$ cat config.mk
export PLATFORM = sky130hd
export DESIGN_NAME = aes_uart_loader
export DESIGN_NICKNAME = d
export VERILOG_FILES = /design/src/rtl/aes_uart_pkg.sv /design/src/rtl/uart_rx_byte.sv /design/src/rtl/aes_uart_loader.sv
export SDC_FILE = /design/constraint.sdc
export NUM_CORES = 1
export LEC_CHECK = 0
export ABC_AREA = 1
export BUFFER_PORTS_ARGS = -buffer_cell sky130_fd_sc_hd__clkbuf_2
export CAP_MARGIN = 20
export CORE_MARGIN = 4
export CORE_UTILIZATION = 40
export DETAILED_ROUTE_END_ITERATION = 8
export PLACE_DENSITY = 0.59
export SLEW_MARGIN = 10
export SYNTH_ARGS = -nofsm -noshare
export SYNTH_HDL_FRONTEND = slang
export SYNTH_SLANG_ARGS = --single-unit
$ cat constraint.sdc
create_clock -name clk -period 5 [get_ports clk]
set_input_delay 0.5 -clock clk [delete_from_list [all_inputs] [get_ports clk]]
set_output_delay 0.5 -clock clk [all_outputs]
set_load 0.005 [all_outputs]
$ cat src/rtl/aes_uart_pkg.sv
// Shared constants, parser state encoding and helpers for the AES UART loader.
package aes_uart_pkg;

  localparam logic [7:0] AsciiCr = 8'h0D;
  localparam logic [7:0] AsciiLf = 8'h0A;
  localparam logic [7:0] AsciiKu = 8'h4B;
  localparam logic [7:0] AsciiKl = 8'h6B;
  localparam logic [7:0] AsciiPu = 8'h50;
  localparam logic [7:0] AsciiPl = 8'h70;
  localparam logic [7:0] AsciiEu = 8'h45;
  localparam logic [7:0] AsciiEl = 8'h65;
  localparam logic [7:0] AsciiDu = 8'h44;
  localparam logic [7:0] AsciiDl = 8'h64;

  localparam int unsigned HexDigits = 32;

  typedef enum logic [1:0] {
    StIdle,
    StHex,
    StCmdEol,
    StResync
  } parser_state_e;

  // Returns {valid, nibble}; nibble is zero when the byte is not a hex digit.
  function automatic logic [4:0] hex_decode(input logic [7:0] c);
    logic [4:0] r;
    r = 5'b0;
    if (c >= 8'h30 && c <= 8'h39) begin
      r = {1'b1, 4'(c - 8'h30)};
    end else if (c >= 8'h41 && c <= 8'h46) begin
      r = {1'b1, 4'(c - 8'h37)};
    end else if (c >= 8'h61 && c <= 8'h66) begin
      r = {1'b1, 4'(c - 8'h57)};
    end
    return r;
  endfunction

  function automatic int unsigned clks_per_bit(input int unsigned clk_hz,
                                               input int unsigned baud);
    return clk_hz / baud;
  endfunction

endpackage

$ cat src/rtl/uart_rx_byte.sv
// 8N1 UART receiver: 2-FF synchronizer, start-bit glitch rejection, mid-bit sampling.
module uart_rx_byte #(
  parameter int unsigned CLKS_PER_BIT = 868
) (
  input  logic       clk,
  input  logic       rst_n,
  input  logic       uart_rxd,
  output logic       rx_valid,
  output logic [7:0] rx_byte,
  output logic       rx_ferr
);

  localparam int unsigned CntW = $clog2(CLKS_PER_BIT);
  localparam logic [CntW-1:0] CntFull = CntW'(CLKS_PER_BIT - 1);
  localparam logic [CntW-1:0] CntHalf = CntW'(CLKS_PER_BIT / 2 - 1);

  typedef enum logic [1:0] {
    RxIdle,
    RxStart,
    RxData,
    RxStop
  } rx_state_e;

  rx_state_e       state_q, state_d;
  logic [CntW-1:0] cnt_q, cnt_d;
  logic [2:0]      bit_q, bit_d;
  logic [7:0]      shift_q, shift_d;
  logic            valid_q, valid_d;
  logic            ferr_q, ferr_d;
  logic            rxd_meta_q, rxd_sync_q, rxd_prev_q;

  always_ff @(posedge clk or negedge rst_n) begin
    if (!rst_n) begin
      rxd_meta_q <= 1'b1;
      rxd_sync_q <= 1'b1;
      rxd_prev_q <= 1'b1;
      state_q    <= RxIdle;
      cnt_q      <= '0;
      bit_q      <= '0;
      shift_q    <= '0;
      valid_q    <= 1'b0;
      ferr_q     <= 1'b0;
    end else begin
      rxd_meta_q <= uart_rxd;
      rxd_sync_q <= rxd_meta_q;
      rxd_prev_q <= rxd_sync_q;
      state_q    <= state_d;
      cnt_q      <= cnt_d;
      bit_q      <= bit_d;
      shift_q    <= shift_d;
      valid_q    <= valid_d;
      ferr_q     <= ferr_d;
    end
  end

  always_comb begin
    state_d = state_q;
    cnt_d   = cnt_q;
    bit_d   = bit_q;
    shift_d = shift_q;
    valid_d = 1'b0;
    ferr_d  = 1'b0;
    case (state_q)
      RxIdle: begin
        if (rxd_prev_q && !rxd_sync_q) begin
          state_d = RxStart;
          cnt_d   = '0;
        end
      end
      RxStart: begin
        if (cnt_q == CntHalf) begin
          cnt_d = '0;
          bit_d = '0;
          // Line back high at the midpoint means a glitch, not a start bit.
          state_d = rxd_sync_q ? RxIdle : RxData;
        end else begin
          cnt_d = cnt_q + CntW'(1);
        end
      end
      RxData: begin
        if (cnt_q == CntFull) begin
          cnt_d   = '0;
          shift_d = {rxd_sync_q, shift_q[7:1]};
          if (bit_q == 3'd7) begin
            state_d = RxStop;
          end else begin
            bit_d = bit_q + 3'd1;
          end
        end else begin
          cnt_d = cnt_q + CntW'(1);
        end
      end
      RxStop: begin
        if (cnt_q == CntFull) begin
          cnt_d   = '0;
          state_d = RxIdle;
          valid_d = rxd_sync_q;
          ferr_d  = !rxd_sync_q;
        end else begin
          cnt_d = cnt_q + CntW'(1);
        end
      end
      default: state_d = RxIdle;
    endcase
  end

  assign rx_valid = valid_q;
  assign rx_byte  = shift_q;
  assign rx_ferr  = ferr_q;

endmodule

$ cat src/rtl/aes_uart_loader.sv
// Parses ASCII K/P/E/D frames from the UART and drives the AES core load/start interface.
module aes_uart_loader
  import aes_uart_pkg::*;
#(
  parameter int unsigned CLK_HZ = 100000000,
  parameter int unsigned BAUD   = 115200
) (
  input  logic         clk,
  input  logic         rst_n,
  input  logic         uart_rxd,
  input  logic         core_ready,
  output logic [127:0] key_out,
  output logic [127:0] data_out,
  output logic         enc_dec,
  output logic         start,
  output logic         cmd_err
);

  localparam int unsigned CLKS_PER_BIT = clks_per_bit(CLK_HZ, BAUD);

  logic       rx_valid, rx_ferr;
  logic [7:0] rx_byte;

  uart_rx_byte #(
    .CLKS_PER_BIT(CLKS_PER_BIT)
  ) u_rx (
    .clk     (clk),
    .rst_n   (rst_n),
    .uart_rxd(uart_rxd),
    .rx_valid(rx_valid),
    .rx_byte (rx_byte),
    .rx_ferr (rx_ferr)
  );

  parser_state_e state_q, state_d;
  logic [5:0]    cnt_q, cnt_d;
  logic [127:0]  shift_q, shift_d;
  logic [127:0]  key_q, key_d;
  logic [127:0]  data_q, data_d;
  logic          tgt_key_q, tgt_key_d;
  logic          mode_q, mode_d;
  logic          enc_dec_q, enc_dec_d;
  logic          start_q, start_d;
  logic          err_q, err_d;

  logic [4:0] dig;
  logic       is_term, is_k, is_p, is_e, is_d;

  always_ff @(posedge clk or negedge rst_n) begin
    if (!rst_n) begin
      state_q   <= StIdle;
      cnt_q     <= '0;
      shift_q   <= '0;
      key_q     <= '0;
      data_q    <= '0;
      tgt_key_q <= 1'b0;
      mode_q    <= 1'b1;
      enc_dec_q <= 1'b1;
      start_q   <= 1'b0;
      err_q     <= 1'b0;
    end else begin
      state_q   <= state_d;
      cnt_q     <= cnt_d;
      shift_q   <= shift_d;
      key_q     <= key_d;
      data_q    <= data_d;
      tgt_key_q <= tgt_key_d;
      mode_q    <= mode_d;
      enc_dec_q <= enc_dec_d;
      start_q   <= start_d;
      err_q     <= err_d;
    end
  end

  always_comb begin
    state_d   = state_q;
    cnt_d     = cnt_q;
    shift_d   = shift_q;
    key_d     = key_q;
    data_d    = data_q;
    tgt_key_d = tgt_key_q;
    mode_d    = mode_q;
    enc_dec_d = enc_dec_q;
    start_d   = 1'b0;
    err_d     = 1'b0;

    dig     = hex_decode(rx_byte);
    is_term = (rx_byte == AsciiCr) || (rx_byte == AsciiLf);
    is_k    = (rx_byte == AsciiKu) || (rx_byte == AsciiKl);
    is_p    = (rx_byte == AsciiPu) || (rx_byte == AsciiPl);
    is_e    = (rx_byte == AsciiEu) || (rx_byte == AsciiEl);
    is_d    = (rx_byte == AsciiDu) || (rx_byte == AsciiDl);

    if (rx_ferr) begin
      // Resync already suppresses errors until the next terminator.
      err_d   = (state_q != StResync);
      state_d = StResync;
    end else if (rx_valid) begin
      case (state_q)
        StIdle: begin
          if (is_k || is_p) begin
            tgt_key_d = is_k;
            cnt_d     = '0;
            state_d   = StHex;
          end else if (is_e || is_d) begin
            mode_d  = is_e;
            state_d = StCmdEol;
          end else if (!is_term) begin
            err_d   = 1'b1;
            state_d = StResync;
          end
        end
        StHex: begin
          if (dig[4] && (cnt_q < 6'(HexDigits))) begin
            shift_d = {shift_q[123:0], dig[3:0]};
            cnt_d   = cnt_q + 6'd1;
          end else if (is_term) begin
            state_d = StIdle;
            if ((cnt_q == 6'(HexDigits)) && core_ready) begin
              if (tgt_key_q) key_d = shift_q;
              else           data_d = shift_q;
            end else begin
              err_d = 1'b1;
            end
          end else begin
            err_d   = 1'b1;
            state_d = StResync;
          end
        end
        StCmdEol: begin
          if (is_term) begin
            state_d = StIdle;
            if (core_ready) begin
              enc_dec_d = mode_q;
              start_d   = 1'b1;
            end else begin
              err_d = 1'b1;
            end
          end else begin
            err_d   = 1'b1;
            state_d = StResync;
          end
        end
        StResync: begin
          if (is_term) state_d = StIdle;
        end
        default: state_d = StIdle;
      endcase
    end
  end

  assign key_out  = key_q;
  assign data_out = data_q;
  assign enc_dec  = enc_dec_q;
  assign start    = start_q;
  assign cmd_err  = err_q;

endmodule
==> reports/qor.yml <==
drt:
  routed_wire_length_per_instance_um: 17.5
  num_vias: 14600
  antenna_violating_nets_post_route: 0
  route.final.wire_length_um: 49300
  route.detailed.vias_per_inst: 5.17
  firstDrtPassIters: 5
  total_drc_errors_in_the_routed_layout: 0
  drt-initial-drc-count: 1129
worst_setup_path:
  crit_path_cell_trace: "inv_1 > ha_1 > nor2_1 > o21ai_1 > nand2_1 > nand2_2 > nand4_1 > buf_4 > buf_4 > o21ai_0"
  worstPathMaxFanout: 89
  startpoint: "u_rx.rx_byte[0]"
  nature_of_the_critical_path_endpoint: "flop"
  cp_slowest_cell: "sky130_fd_sc_hd__buf_4"
  worstPathRequired_ns: 5.40
  cp_data_arrival_time_ns: 3.55
  regToRegStartpoint: "u_rx.rx_byte[0]"
  path_class: "reg2reg"
  critical_path.startpoint_type: "flop"
  timing.critical_path.slowest_cell_delay_ns: 0.76
  worst_path_most_repeated_cell: "sky130_fd_sc_hd__buf_4"
global_routing:
  grt_pass1_vias: 14100
  grt_antenna_before_repair: 0
  grt_start_max_net_pins: 163
  grt_use_met3_pct: 4.46
  gr_met2_demand_resource_pct: 32.4
  grt_first_pass_wirelength_um: 79600
  met1_grt_util_pct: 28.7
  grt_overall_usage_pct: 20.4
  busiest_layer: "met2"
  grt-ovfl-total: 0
sta:
  report.final.slew_viol_count: 0
  finalHoldViolations: 0
  grt_setup_unrepaired: "false"
  finalCritPeriodShare_pct: 62.9
  setup-violations-final: 0
  finalWorstPathRequiredPeriod_ns: 3.15
  worst_slew_pin_slew_ns: 1.14
  setup-tns-final_ns: 0
  timing.fmax_mhz: 318
  max_slew_margin_pct: 24.3
  timing.clock.skew_ns: 0.0216
  final.setup.worst_slack_ns: 1.85
synthesis:
  synthesis.nets: 2024
  ys_ff_latch: 425
  cell_area_after_technology_mapping_um2: 17800
  netlist-cell-type-count: 32
  synthFlopType: "sky130_fd_sc_hd__dfrtp_1"
  combinational_family_with_the_most_area_after_synthesis: "simple AND/OR/NAND/NOR gates"
  post_synth_inst_count: 2005
  synth_edf_count: 0
  synth.top_cell.area_share_pct: 59.2
  synth.mux.area_fraction_pct: 0.0634
  yosys.area_share.xor_xnor_pct: 0.345
  post_synth_and_or_nand_nor_area_fraction_pct: 32.2
  async_reset_ff_share_pct: 100
  synth_seq_area_share_pct: 59.9
  synthesized_area_fraction_occupied_by_adder_cells_pct: 1.06
  synthesis.area_per_instance_um2: 8.86
  yosys.area.top_type: "sky130_fd_sc_hd__dfrtp_1"
  synth_compound_gate_area_share_pct: 1.29
  synth_top_cells_by_area: "sky130_fd_sc_hd__dfrtp_1 (59%), sky130_fd_sc_hd__nand2_1 (20%), sky130_fd_sc_hd__nand4_1 (9.2%)"
  synth-warning-count: 0
clock_tree:
  tritoncts_clock_tree: "done"
  clock_root_buffer_master: "sky130_fd_sc_hd__clkbuf_16"
  cts.clk_slew.worst_paths_ns: 0.06
  cts-root-to-sink-buffers: 3
  htree_levels: 2
  clock_sink_count: 425
  cts_setup_buffers: 0
  clkLatencyLatePin_ns: 0.57
  cts_made_buffers: 47
final_layout:
  syn2layout_area_growth_pct: 17.5
  multiInputGateArea_um2: 6210
  antenna_cells: 0
  post_route_cells_drive_above_1_share_pct: 17.0
  seqCellArea_um2: 10600
  mostFrequentLayoutCell: "sky130_fd_sc_hd__nand2_1"
  fillCellCount: 4167
  final_cell_mix: "sky130_fd_sc_hd__nand2_1 (969), sky130_fd_sc_hd__dfrtp_1 (419), sky130_fd_sc_hd__nand4_1 (262)"
  fin_util_pct: 48.0
  design.final.nets: 2214
place:
  gp_routability_congestion: 0.857
  hpwl_um: 29800
  pre_cts_slack_ns: 1.91
  port-buffer-count: 262
floorplanning:
  dieWidth_um: 219
  floorplan.die_area_um2: 47800
  floorplan.die.height_um: 219
  floorplan.initialDensity_pct: 40.9
  rows: 76
  floorplan.core_area_um2: 43500
  top_level_ports: 263
pwr:
  powerDensity_nw_per_um2: 343
  leakagePower_nw: 11.9
  power.ir.vdd_worst_mv: 0.217
run_status:
  status: "finished clean"
hold_path:
  hold_path.class: "in2reg"
  worst_hold_startpoint: "core_ready"
run:
  max_cap_viol_count: 0
## flip-flops by register name, summed over array words and instances (netlist names), 2 cells and up, named ones only
name,count
state_q,2
data_out,128
key_out,128
u_rx.rx_byte,8
u_rx.bit_q,3
shift_q,128
u_rx.cnt_q,10
cnt_q,6
## power by group
part	switching, mW	internal, mW
clock	1.40	2.07
sequential	0.0269	3.47
combinational	0.149	0.0509
## per-layer routing
layer | vias to the layer above | share of wire [%]
met2 | 375 | 47
met3 | 65 | 5.5
met4 | 0 | 2.2
met1 | 7187 | 45
met5 | - | 0
li1 | 6936 | -
## layout make-up
class                           count  share of cell area, %
Clock buffer                       69                   6.61
Multi-Input combinational cell   1387                   29.8
Clock inverter                     15                  0.822
Sequential cell                   425                   51.0
Timing Repair Buffer              282                   7.32
Inverter                           52                  0.959
Tap cell                          585                   3.51
## worst max-delay path: cells and delay by family (launching register included)
family | cells | cell delay (ns)
compound gates | 2 | 0.27
fa+ha+maj | 1 | 0.24
buf+inv | 3 | 1.27
flops | 1 | 0.45
simple gates | 4 | 0.61
## kinds of logic (layout without fill, tap and decap cells)
logic type,after synthesis,after routing
compound gates,42,42
xor+xnor,7,7
fa+ha+maj,15,15
buf+inv,193,418
flops,425,425
mux,1,1
simple gates,1322,1322
## cell usage after synthesis, drive strengths merged, types with 3 or more instances
library cell  instances
nand3                37
buf                 111
xor2                  4
dfrtp               420
dfstp                 5
nand4               262
o21ai                28
nor2                 40
ha                   15
inv                  52
clkbuf               30
a31oi                 3
nand2               971
o22ai                 4
a21oi                 5
nor3                  7
xnor2                 3
or2                   4
## metrics by stage
| step | total power [mW] | cells | hold WS (ns) | instance area (um2) |
|---|---|---|---|---|
| after global routing | 7.44 | 2815 | 0.294 | 20900 |
| final | 7.16 | 2815 | 0.308 | 20900 |
| after detailed placement | 3.76 | 2729 | 0.348 | 19300 |
| after floorplan | 3.65 | 2005 | 0.204 | 17800 |
| after CTS | 7.26 | 2815 | 0.267 | 20900 |
| after global placement | 3.75 | 2729 | 0.350 | 19300 |
## path summary, 6_finish.rpt
path,slack [ns],cells after the start,end
hold / removal,0.31,3,start
min in group asynchronous,0.53,2,key_out[21]
setup / recovery,1.85,10,shift_q[7]
max in group asynchronous,3.16,3,u_rx.state_q[0]
setup reg to reg,1.85,10,shift_q[7]
hold reg to reg,0.36,0,u_rx.rxd_sync_q
## repair_timing
| action | in CTS | in global routing |
|---|---|---|
| hold endpoints to repair | 88 | 0 |
| hold buffers | 2 | 0 |
| gates resized for setup | 0 | 0 |
Power figures use the tool's default switching activity.
